## src/rtl/mux2x1_structural.sv

```systemverilog
// Gate-level 2:1 mux; out is combinational (0 cycles), out_q registers it (1 cycle).
// No backpressure; sel_cnt saturates rather than wrapping.
module mux2x1_structural #(
    parameter int WIDTH = 1,
    parameter int CNT_W = 8
) (
    output wire  [WIDTH-1:0] out,
    input  wire  [WIDTH-1:0] a,
    input  wire  [WIDTH-1:0] b,
    input  wire              sel,
    input  wire              clk,
    input  wire              rst,
    output logic [WIDTH-1:0] out_q,
    output logic [CNT_W-1:0] sel_cnt
);
    localparam logic [CNT_W-1:0] CNT_MAX = '1;
    localparam logic [CNT_W-1:0] CNT_ONE = CNT_W'(1);

    wire w_nsel;

    // Primitive gates only, so the select path stays free of reset and clock.
    not u_not_sel (w_nsel, sel);

    genvar gi;
    generate
        for (gi = 0; gi < WIDTH; gi++) begin : g_bit
            wire w_t0;
            wire w_t1;
            and u_and_a (w_t0, a[gi], w_nsel);
            and u_and_b (w_t1, b[gi], sel);
            or  u_or    (out[gi], w_t0, w_t1);
        end
    endgenerate

    logic [WIDTH-1:0] r_out_q;
    logic             r_sel_q;
    logic [CNT_W-1:0] r_sel_cnt;

    always_ff @(posedge clk) begin
        if (rst) begin
            r_out_q   <= '0;
            r_sel_q   <= 1'b0;
            r_sel_cnt <= '0;
        end else begin
            r_out_q <= out;
            r_sel_q <= sel;
            if ((sel != r_sel_q) && (r_sel_cnt != CNT_MAX)) begin
                r_sel_cnt <= r_sel_cnt + CNT_ONE;
            end
        end
    end

    assign out_q   = r_out_q;
    assign sel_cnt = r_sel_cnt;
endmodule

```

## config.mk

```make
export PLATFORM = sky130hd
export DESIGN_NAME = mux2x1_structural
export DESIGN_NICKNAME = d
export VERILOG_FILES = /design/src/rtl/mux2x1_structural.sv
export SDC_FILE = /design/constraint.sdc
export NUM_CORES = 1
export LEC_CHECK = 0
export ABC_AREA = 1
export CORE_MARGIN = 2
export CORE_UTILIZATION = 28
export DETAILED_ROUTE_END_ITERATION = 6
export GPL_TIMING_DRIVEN = 0
export PLACE_DENSITY_LB_ADDON = 0.2
export SETUP_SLACK_MARGIN = 0.02
export SLEW_MARGIN = 10
export SYNTH_ARGS = -nofsm -noshare
export SYNTH_HDL_FRONTEND = slang
export SYNTH_SLANG_ARGS = --single-unit
```

## constraint.sdc

```tcl
create_clock -name clk -period 1.41 [get_ports clk]
set_input_delay 0.3525 -clock clk [delete_from_list [all_inputs] [get_ports clk]]
set_output_delay 0.3525 -clock clk [all_outputs]
set_load 0.01 [all_outputs]
```

==> metrics.md, run 1 <==
| Metric | Value |
|---|---|
| CTS tree | `built` |
| Root Buffer | `clkbuf_4` |
| Largest net degree at the start of global routing | `10` |
| Sequential Area | `201.4 um^2` |
| Worst-path cell chain | `dlygate4sd2_1` |
| WP data required | `1.06 ns` |
| Min cycle time layout | `1.313 ns` |
| Total track usage | `11.51%` |
| Reg2reg setup slack | `between 0.15 and 0.2 ns` |
| Routed via count | `552` |
| CTS Hold Buffers Added | `0` |
| CTS Buf Count | `3` |
| Post-CTS Setup Bufs | `0` |
| Synth-to-layout area growth | `32.42%` |
| Endpoints failing setup | `0` |
| WL per Instance | `approximately 8.5 um` |
| Pwr Density | `between 700 and 800 nW/um^2` |
| TNS Setup | `0 ns` |
| Initial core utilization | `between 20% and 30%` |
| DRC viols | `0` |
| Post-synthesis simple-gate area fraction | `45.43%` |
| Congestion Overflow GR | `0` |
| Max-slew violations | `0` |
| Synthesized instance count | `86` |
| CP Launch Type | `flop` |
| Post-synthesis adder-cell area fraction | `2.283%` |
| Final Total Pwr | `0.0005679 W` |
| Drt initial violations | `11` |
| Leak | `0.3657 nW` |
| Clock sinks | `10` |
| Antenna Diode Count | `0` |
| Final nets | `111` |
| RSZ-0062 raised after global routing | `no` |
| Synth Cell Area | `548.0 um^2` |
| Post-Route WL | `1110 um` |
| Core box area | `1902 um^2` |
| Crit Path Max Fanout | `5` |
| Boundary Pins | `15` |
| Vias per cell | `4.246` |
| Max Cap Viol | `0` |
| Cell area after layout | `725.7 um^2` |
| Slowest CP cell | `dfxtp_1` |
| Die H | `48.24 um` |
| Max Clk Rate | `between 700 and 800 MHz` |
| H-tree depth | `1` |
| Mux share of post-synthesis cell area | `0%` |
| Crit path capture type | `output pin` |
| CTS clk-pin slew, worst paths | `roughly 0.07 ns` |
| Vias in the first global route | `approximately 430` |
| Bufs on Longest Clock Path | `2` |
| Buffers on Ports | `14` |
| Worst vdd ir | `0.0005589 V` |
| Post-route ant nets | `0` |
| YS warnings | `0` |
| Clk_lat worst skew | `0.27 ns` |
| Antenna violations before repair | `0` |
| Worst Path Buf+Inv | `1` |
| Die Width | `48.24 um` |
| Critical path class | `flop to output pin` |
| Dpl cell area | `721.9 um^2` |
| # resized after CTS | `17` |
| Status | `complete, no violations` |
| Fill count | `222` |
| Final hold vios | `0` |
| Period utilisation layout | `93.09%` |
| Critical Path AT | `0.96 ns` |
| Syn_area_per_cell | `6.372 um^2` |
| Drt first pass iters | `4` |
| Largest stage delay, worst path | `0.40 ns` |
| GPL Wtd Cong | `0.7179` |
| Library cells used by synthesis | `15` |
| Flops & latches, synth | `10` |
| Xor and xnor fraction of the mapped netlist area | `1.598%` |
| First-pass GRT wire length | `1807 um` |
| Share of post-route cells with drive strength above 1 | `between 10% and 20%` |
| Worst hold path class | `primary input to flop` |
| Tightest Pin Transition | `between 0.2 and 0.25 ns` |
| Final setup skew | `approximately 0.0013 ns` |
| Row count | `16` |
| Die area | `2327 um^2` |
| Post-synthesis compound-gate area fraction | `~4.6%` |
| Sequential share of the synthesized area | `36.53%` |
| Mapped Nets | `92` |
| Slew headroom | `between 80% and 90%` |
| Multi-input logic area | `295.3 um^2` |
| Top delay family on crit path | `flip-flops` |
| Worst hold margin | `0.4738 ns` |
| Dominant combinational cell family by area after synthesis | `simple AND/OR/NAND/NOR gates` |
| Final HPWL DP | `859.9 um` |
[kinds of logic (layout without fill, tap and decap cells)]
group,Yosys count,in the layout
adder cells (fa/ha/maj),1,1
AO/OA/AOI/OAI,5,5
buffers and inverters,14,31
AND/OR/NAND/NOR,55,55
XOR/XNOR,1,1
flip-flops,10,10
[cell usage after synthesis]
cell type  instances  share of area, %
nor2_1            11               7.5
dfxtp_1           10                37
xor2_1             1               1.6
nor3_1             1              0.91
nor2_2             1               1.1
ha_1               1               2.3
a21oi_1            5               4.6
inv_2              2               1.4
inv_1             12               8.2
nand4_1            2               2.3
nor2_4             1               2.1
nand2_4            1               2.1
nand2_2            3               3.4
nand2_1           26                18
nand3_1            9               8.2
[where the power goes]
group          switching [W]  leakage, nW  internal, W
Clock               0.000104       0.0138    0.0000989
Combinational      0.0000374        0.270    0.0000293
Sequential        0.00000763       0.0819     0.000291
[worst paths after layout]
path	startpoint	to	cells after the start
setup / recovery	sel_cnt[0]	sel_cnt[0]	1
hold / removal	a	out_q	3
setup reg to reg	sel_cnt[0]	sel_cnt[2]	7
hold reg to reg	sel_cnt[1]	sel_cnt[1]	2
[metal layers]
layer / global-route usage (%) / part of all wire, % / vias to the layer above
li1: - / - / 300
met1: 15.47 / 51 / 235
met2: 16.32 / 43 / 13
met3: 2.222 / 4.0 / 4
met4: 8.108 / 2.7 / 0
met5: 0 / 0 / -
[per-stage QoR]
| step | utilization (%) | setup WS [ns] | std cells |
|---|---|---|---|
| final | 38.16 | 0.09737 | 130 |
| after global routing | 38.16 | 0.02671 | 130 |
| after CTS | 38.16 | 0.09064 | 130 |
| after detailed placement | 37.96 | -0.5122 | 127 |
| after global placement | 37.96 | -0.5180 | 127 |
| after floorplan | - | 0.2006 | 86 |
[flip-flops by register name (all words and copies together), names as in the netlist]
| signal | count |
|---|---|
| r_sel_q | 1 |
| sel_cnt | 8 |
| out_q | 1 |
[layout make-up]
class | instances | share of cell area [%]
Clock buffer | 3 | 3.103
Timing Repair Buffer | 14 | 16.55
Multi-Input combinational cell | 62 | 40.69
Tap cell | 27 | 4.655
Inverter | 14 | 7.241
Sequential cell | 10 | 27.76
[cell usage in the layout, fill, tap and decap left out]
| cell type | n |
|---|---|
| nor2_1 | 11 |
| nand2_4 | 1 |
| nor3_1 | 1 |
| nand2_1 | 26 |
| nand2_2 | 3 |
| xor2_1 | 1 |
| clkbuf_4 | 3 |
| dfxtp_1 | 9 |
| nand4_1 | 2 |
| inv_2 | 2 |
| dfxtp_2 | 1 |
| nor2_2 | 1 |
| nand3_1 | 9 |
| nor2_4 | 1 |
| dlygate4sd2_1 | 12 |
| a21oi_1 | 5 |
| inv_1 | 12 |
| clkdlybuf4s50_1 | 1 |
| ha_1 | 1 |
| buf_2 | 1 |
(Power assumes the default switching activity.)
==> run 2: changes to the inputs <==
--- a/config.mk
+++ b/config.mk
@@ -11,6 +11,7 @@
 export DETAILED_ROUTE_END_ITERATION = 6
 export GPL_TIMING_DRIVEN = 0
 export PLACE_DENSITY_LB_ADDON = 0.2
+export RECOVER_POWER = 100
 export SETUP_SLACK_MARGIN = 0.02
 export SLEW_MARGIN = 10
 export SYNTH_ARGS = -nofsm -noshare
==> constraint.sdc (replaced) <==
create_clock -name clk -period 1.5 [get_ports clk]
set_input_delay 0.375 -clock clk [delete_from_list [all_inputs] [get_ports clk]]
set_output_delay 0.375 -clock clk [all_outputs]
set_load 0.01 [all_outputs]
==> metrics.md, run 2 (synthesis results as in run 1) <==
| Metric | Value |
|---|---|
| Status | `complete, no violations (unchanged)` |
| Share of post-route cells with drive strength above 1 | `11.65% (was 12.62%)` |
| Commonest non-fill, non-tap cell in the layout | `nand2_1 (unchanged)` |
| Dpl cell area | `721.9 um^2 (unchanged)` |
| Pwr Density | `732.1 nW/um^2 (was 782.5 nW/um^2)` |
| Total track usage | `11.51% (unchanged)` |
| Worst vdd ir | `0.0005050 V (was 0.0005589 V)` |
| Buffers on Ports | `14 (unchanged)` |
| TNS Setup | `0 ns (unchanged)` |
| Commonest cells after routing, fill and taps aside | `nand2_1, inv_1, nor2_1 (was nand2_1, inv_1, dlygate4sd2_1)` |
| Bufs on Longest Clock Path | `2 (unchanged)` |
| Vias per cell | `4.262 (was 4.246)` |
| WL per Instance | `8.523 um (was 8.538 um)` |
| Cell area after layout | `732.0 um^2 (was 725.7 um^2)` |
| Largest stage delay, worst path | `0.43 ns (was 0.40 ns)` |
| Max Clk Rate | `about 730 MHz` |
| Final WS setup | `0.1370 ns (was 0.09737 ns)` |
| WP data required | `1.12 ns (was 1.06 ns)` |
| Slew headroom | `84.79% (was 85.21%)` |
| Core box area | `1902 um^2 (unchanged)` |
| Min cycle time layout | `1.363 ns` |
| Antenna violations before repair | `0 (unchanged)` |
| Crit Path Max Fanout | `6 (was 5)` |
| Leak | `0.3797 nW (was 0.3657 nW)` |
| Final nets | `111 (unchanged)` |
| CTS Buf Count | `3 (unchanged)` |
| Worst hold margin | `0.3918 ns (was 0.4738 ns)` |
| Final hold vios | `0 (unchanged)` |
| CP Launch Type | `flop (unchanged)` |
| Critical Path AT | `0.99 ns (was 0.96 ns)` |
| Congestion Overflow GR | `0 (unchanged)` |
| Tightest Pin Transition | `0.2273 ns (was 0.2211 ns)` |
| Clock sinks | `10 (unchanged)` |
| GPL Wtd Cong | `0.7179 (unchanged)` |
| Crit path capture type | `output pin (unchanged)` |
| Max Cap Viol | `0 (unchanged)` |
| Boundary Pins | `15 (unchanged)` |
| DRC viols | `0 (unchanged)` |
| Worst hold path class | `primary input to flop (unchanged)` |
| Die Width | `48.24 um (unchanged)` |
| Routed via count | `554 (was 552)` |
| Drt first pass iters | `4 (unchanged)` |
| Final HPWL DP | `859.9 um (unchanged)` |
| Critical path class | `flop to output pin (unchanged)` |
| Slowest CP cell | `dfxtp_1 (unchanged)` |
| Post-Route WL | `1108 um (was 1110 um)` |
| CTS clk-pin slew, worst paths | `0.07 ns (about the same)` |
| Initial core utilization | `28.82% (unchanged)` |
| CTS tree | `built (unchanged)` |
| Period utilisation layout | `90.87%` |
| Die area | `2327 um^2 (unchanged)` |
| Worst-path cell chain | `dlygate4sd2_1 (unchanged)` |
| Root Buffer | `clkbuf_4 (unchanged)` |
| Largest net degree at the start of global routing | `10 (unchanged)` |
| DP Worst Slack | `-0.4672 ns (was -0.5122 ns)` |
| RSZ-0062 raised after global routing | `no (unchanged)` |
| Vias in the first global route | `434 (unchanged)` |
| Final setup skew | `0.001259 ns (was 0.001296 ns)` |
| Synth-to-layout area growth | `33.56% (was 32.42%)` |
| Max reg flops | `8 (unchanged)` |
| Antenna Diode Count | `0 (unchanged)` |
| Die H | `48.24 um (unchanged)` |
| First-pass GRT wire length | `1807 um (unchanged)` |
| Post-route ant nets | `0 (unchanged)` |
| H-tree depth | `1 (unchanged)` |
| Top delay family on crit path | `flip-flops (unchanged)` |
| Row count | `16 (unchanged)` |
| Max-slew violations | `0 (unchanged)` |
| Worst Path Buf+Inv | `1 (unchanged)` |
| Clk_lat worst skew | `0.27 ns (about the same)` |
| Drt initial violations | `9 (was 11)` |
| Endpoints failing setup | `0 (unchanged)` |
==> run 2: cell count changes in the layout (fill, tap and decap cells not counted) <==
cell	previous run	this run
dlygate4sd3_1	0	1
dfxtp_1	9	10
dlygate4sd2_1	12	10
clkdlybuf4s50_1	1	0
dfxtp_2	1	0
dlymetal6s2s_1	0	2
==> run 2: final cells by class <==
cell class	count	area, um^2
flip-flops and latches	10	200.2
inverters	14	52.55
fillers	224	1170
multi-input cells	62	295.3
well taps	27	33.78
repair buffers	14	127.6
clock buffers	3	22.52
==> run 2: per-stage QoR <==
stage / cells / total power [W] / utilization [%]
after global placement: 127 / 0.0003596 / 37.96
final: 130 / 0.0005358 / 38.49
after detailed placement: 127 / 0.0003597 / 37.96
after floorplan: 86 / 0.0003231 / -
after global routing: 130 / 0.0005638 / 38.49
after CTS: 130 / 0.0005417 / 38.29
==> run 2: timing repair <==
item / CTS / global route
hold buffers: 0 / 0
gates resized for setup: 15 / 4
setup endpoints to repair: 10 / 1
pin swaps: 0 / 1
gates cloned: 0 / 0
setup buffers: 0 / 0
==> run 2: worst paths after layout <==
kind | startpoint | endpoint | slack (ns) | cells past startpoint
worst max-delay path | sel_cnt[2] | sel_cnt[2] | 0.14 | 1
worst min register to register | sel_cnt[1] | sel_cnt[1] | 0.51 | 2
worst min-delay path | a | out_q | 0.39 | 3
worst max register to register | sel_cnt[0] | sel_cnt[2] | 0.20 | 7
==> run 2: power breakdown <==
group / switching (W) / leakage [nW] / internal [W]
Sequential: 0.00000708 / 0.0814 / 0.000273
Clock: 0.0000978 / 0.0138 / 0.0000930
Combinational: 0.0000360 / 0.284 / 0.0000285
Total: 0.000141 / 0.380 / 0.000395
==> run 2: metal layers <==
layer / track usage (%) / wire length [um] / share of wire, %
met3: 2.222 / 44 / 4.0
met4: 8.108 / 30 / 2.7
met1: 15.47 / 557 / 50
met2: 16.32 / 475 / 43
met5: 0 / 0 / 0
